==> src/rtl/register_file_sb.sv <==
// register_file_sb: 32-entry architectural register file with two write
// ports, two registered read ports and a per-register busy scoreboard.
// Decode reserves a destination, writeback releases it, and hz1/hz2 tell
// the issue logic that a source operand is still owned by a producer.
// Optional build macro: REGFILE_BYPASS_EN (same-edge write-to-read bypass).
module register_file_sb #(
   parameter int WIDTH    = 32,
   parameter int ZERO_REG = 1
) (
   input  logic             clk,
   input  logic             rst,
   input  logic [1:0]       write,
   input  logic [WIDTH-1:0] wr1,
   input  logic [WIDTH-1:0] wr2,
   input  logic [4:0]       wa1,
   input  logic [4:0]       wa2,
   input  logic [4:0]       ra1,
   input  logic [4:0]       ra2,
   output logic [WIDTH-1:0] rd1,
   output logic [WIDTH-1:0] rd2,
   input  logic             rsv,
   input  logic [4:0]       rsv_addr,
   output logic             hz1,
   output logic             hz2,
   output logic [31:0]      busy
);

   localparam int NREG = 32;
   localparam bit ZR   = (ZERO_REG != 0);

   logic [WIDTH-1:0] mem_q [NREG];
   logic [WIDTH-1:0] mem_d [NREG];
   logic [WIDTH-1:0] rd1_q, rd1_d;
   logic [WIDTH-1:0] rd2_q, rd2_d;
   logic [31:0]      busy_q, busy_d;
   logic             hz1_q, hz1_d;
   logic             hz2_q, hz2_d;
   logic             we1, we2;

   // Effective write enables: writes to r0 are dropped when it is hardwired.
   always_comb begin
      we1 = write[0] && !(ZR && (wa1 == 5'd0));
      we2 = write[1] && !(ZR && (wa2 == 5'd0));
   end

   // Next array contents; port 2 is applied last so it wins a collision.
   always_comb begin
      for (int n = 0; n < NREG; n++) begin
         mem_d[n] = mem_q[n];
      end
      if (we1) mem_d[wa1] = wr1;
      if (we2) mem_d[wa2] = wr2;
   end

   // Read data selection: pre-edge array content, optionally bypassed.
   always_comb begin
      rd1_d = mem_q[ra1];
      rd2_d = mem_q[ra2];
`ifdef REGFILE_BYPASS_EN
      if (we2 && (wa2 == ra1))      rd1_d = wr2;
      else if (we1 && (wa1 == ra1)) rd1_d = wr1;
      if (we2 && (wa2 == ra2))      rd2_d = wr2;
      else if (we1 && (wa1 == ra2)) rd2_d = wr1;
`endif
      if (ZR && (ra1 == 5'd0)) rd1_d = '0;
      if (ZR && (ra2 == 5'd0)) rd2_d = '0;
   end

   // Scoreboard update: release first, then reserve so the new producer wins.
   always_comb begin
      busy_d = busy_q;
      for (int n = 0; n < NREG; n++) begin
         if ((write[0] && (wa1 == n[4:0])) || (write[1] && (wa2 == n[4:0]))) begin
            busy_d[n] = 1'b0;
         end
      end
      if (rsv) busy_d[rsv_addr] = 1'b1;
      if (ZR)  busy_d[0] = 1'b0;
      hz1_d = busy_d[ra1];
      hz2_d = busy_d[ra2];
   end

   // State registers: array, read data, scoreboard and hazard flags.
   always_ff @(posedge clk or negedge rst) begin
      if (!rst) begin
         for (int n = 0; n < NREG; n++) begin
            mem_q[n] <= '0;
         end
         rd1_q  <= '0;
         rd2_q  <= '0;
         busy_q <= '0;
         hz1_q  <= 1'b0;
         hz2_q  <= 1'b0;
      end else begin
         for (int n = 0; n < NREG; n++) begin
            mem_q[n] <= mem_d[n];
         end
         rd1_q  <= rd1_d;
         rd2_q  <= rd2_d;
         busy_q <= busy_d;
         hz1_q  <= hz1_d;
         hz2_q  <= hz2_d;
      end
   end

   assign rd1  = rd1_q;
   assign rd2  = rd2_q;
   assign hz1  = hz1_q;
   assign hz2  = hz2_q;
   assign busy = busy_q;

endmodule

==> config.mk <==
export PLATFORM = sky130hd
export DESIGN_NAME = register_file_sb
export DESIGN_NICKNAME = d
export VERILOG_FILES = /design/src/rtl/register_file_sb.sv
export SDC_FILE = /design/constraint.sdc
export NUM_CORES = 2
export LEC_CHECK = 0
export CAP_MARGIN = 20
export CORE_ASPECT_RATIO = 2
export CORE_MARGIN = 5
export CORE_UTILIZATION = 45
export CTS_BUF_LIST = sky130_fd_sc_hd__clkbuf_4 sky130_fd_sc_hd__clkbuf_8 sky130_fd_sc_hd__clkbuf_16
export CTS_CLUSTER_SIZE = 20
export DETAILED_ROUTE_END_ITERATION = 6
export PLACE_DENSITY = 0.62
export SLEW_MARGIN = 0
export SYNTH_ARGS = -nofsm -noshare
export SYNTH_HDL_FRONTEND = slang
export SYNTH_SLANG_ARGS = --single-unit
==> constraint.sdc <==
create_clock -name clk -period 2.6 [get_ports clk]
set_input_delay 0.26 -clock clk [delete_from_list [all_inputs] [get_ports clk]]
set_output_delay 0.26 -clock clk [all_outputs]
set_load 0.02 [all_outputs]
==> flow_summary.toml <==
[synth]
syn_area_per_cell_um2 = 10.8
yosysMostFrequentCell = "dfrtp_1"
syn_nets = 6213
ys_async_sr_fraction_pct = 100
syn-cell-area_um2 = 66300
ys_warn_count = 0
synthTopCellsByArea = "dfrtp_1 (42%), mux4_2 (22%), mux2i_1 (12%)"
synth_edf_count = 0
yosys_most_used_dff = "dfrtp_1"
ys_types = 60
yosys.area.top_type_share_pct = 42.3
synthTopCellsByCount = "dfrtp_1 (1,121), nor2_1 (829), mux2i_1 (787)"
synth_cells = 6119
ys_ff_latch = 1121
synth-seq-area-share_pct = 42.3
yosys.area.top_type = "dfrtp_1"

[worst_setup_path]
criticalPathCategory = "flop to flop"
startpoint_type = "flop"
setup.worst_path.start = "mem_q[130]"
crit_arrival_ps = 2900
r2r_setup_slack_ps = 250
cpLargestDelayFamily = "multiplexers"
worst-path-buf-inv = 0
path_cells = "mux4_2 > mux4_2 > mux2i_1 > nor2_1"
path_common_cell = "mux4_2"
reg2regPathDepth = 4
cp-end-kind = "flop"
cp.depth = 4
critPathSlowestCell = "mux4_2"
endpoint = "rd2[2]"
reg2reg_from = "mem_q[130]"
path_max_fanout = 3
r2r-end = "rd2[2]"
cp_data_required_time_ps = 3150
critPathMaxStageDelay_ps = 510

[global_routing]
grt_pass1_wl_um = 408000
grt_max_degree = 105
antenna_found_initial = 6
track_usage_pct = 36.3
grt_pass1_vias = 56400
grt_overflow = 0

[run_status]
run_status = "complete, but fails checks"
violations = "DRC"

[routing]
wl_per_cell_um = 34.6
drt_iter0_markers = 6698
via_per_inst = 6.71
ant_nets = 0
num_vias = 55400
route.detailed.drc = 4
drtPass1Iterations = 7
routed_wl_um = 286000

[finish]
nNetsFinal = 6353
layoutNonFillerInstCount = 8258
drive_above_1_share_pct = 23.7
multiInputGateArea_um2 = 35800
seq_area_um2 = 28100
area_delta_synth_final_pct = 18.0
num-fill-cells = 12600

[floorplanning]
dieArea_um2 = 156000
die_h_um = 553
design.core.area_um2 = 147000
start_util_pct = 45.2
row_count = 199
io_pins = 192
die_w_um = 281

[clock_tree]
numCtsBuffers = 106
cts_tree = "yes"
path_clk_slew_ps = 70
cts_num_sinks = 1121
clock_path_buffers = 3
clk_latency_ps = 770
cts_root_buf = "clkbuf_16"
cts_max_level = 3

[min_path]
hold_path_class = "primary input to flop"
holdCritStartpoint = "ra2[1]"

[timing]
tightest_slew_ps = 1260
period_minus_slack_ps = 2350
hold_viol_final = 0
skew_ps = 35.1
setup_violations = 0
fin_crit_sh_pct = 90.4
slew_violations = 0
holdWs_ps = 19.0
timing.fmax_mhz = 426
worst_slack_ps = 250
slew_headroom_pct = 15.7
grt_setup_unrepaired = "no"

[placement]
preCtsSetupSlack_ps = -366
place_inst = 8059
dp_hpwl_um = 180000
io_buffers = 190
gp_congestion = 0.967

[power]
peakVddDrop_v = 0.000554
power_density_nw_per_um2 = 752
power_mw = 58.9
power_leakage_nw = 34.7

[job]
max_cap_violations = 0
cell usage in the layout, fill, tap and decap left out, types with 42 or more instances in the layout:
| cell | instances |
|---|---|
| a21oi_1 | 692 |
| o21ai_0 | 449 |
| mux2i_1 | 787 |
| a31oi_1 | 42 |
| buf_4 | 406 |
| nor2_1 | 806 |
| clkdlybuf4s50_1 | 179 |
| mux4_2 | 645 |
| clkbuf_16 | 107 |
| a32oi_1 | 63 |
| dfrtp_1 | 1121 |
| nand2_1 | 587 |
| buf_12 | 165 |
kinds of logic (layout without fill, tap and decap cells):
kind of cell	count (synthesis)	after routing	synth area share, %
other	1	6	0.00565
buffers and inverters	738	963	4.28
AND/OR/NAND/NOR	1535	1535	9.17
AO/OA/AOI/OAI	1287	1287	10.4
multiplexers	1437	1437	33.9
flip-flops	1121	1121	42.3
worst reg2reg max path, stage by stage (launching register included):
cell,delay [ps]
dfrtp_1,400
mux4_2,490
mux4_2,510
mux2i_1,470
nor2_1,260
metrics by stage:
stage,setup TNS [ps],util [%],area [um2]
6_report,0,53.3,78300
5_1_grt,0,53.3,78300
4_1_cts,0,53.3,78300
3_5_place_dp,-51650,50.7,74500
3_3_place_gp,-34280,50.7,74500
2_1_floorplan,0,-,66300
worst min path at each step:
stage | endpoint | slack [ps] | cells after the start
floorplan | busy[10] | -40 | 0
global placement | mem_q[1003] | 380 | 0
detailed placement | mem_q[1001] | 380 | 0
CTS | hz2 | 5 | 4
global route | hz2 | 20 | 3
finish | hz2 | 20 | 3
state kept, by name, summed over array words and instances (netlist names):
signal and cells:
rd2 32, hz2 1, busy 31, rd1 32, hz1 1, mem_q 1024
final cells by class:
class / instances / area share (%)
Clock inverter: 40 / 0.700
Clock buffer: 153 / 4.06
Multi-Input combinational cell: 4260 / 45.7
Sequential cell: 1121 / 35.8
Timing Repair Buffer: 758 / 10.5
Tap cell: 1909 / 3.05
Antenna cell: 5 / 0.0160
Inverter: 12 / 0.0575
repair_timing:
item / CTS / global route
hold endpoints to repair: 806 / 0
hold buffers: 1 / 0
setup buffers: 0 / 0
gates resized for setup: 0 / 0
metal layers:
metal / vias to the layer above / track usage [%] / part of all wire [%]
met3: 1523 / 7.52 / 9.4
li1: 22500 / - / -
met2: 3719 / 57.7 / 47
met5: - / 0.317 / 0.0045
met1: 27600 / 40.9 / 32
met4: 2 / 32.4 / 12
power by group:
group | switching, mW | internal [mW]
sequential | 3.49 | 22.0
combinational | 7.27 | 9.05
clock | 7.50 | 9.60
No activity file was read; power rests on OpenSTA's default activity.
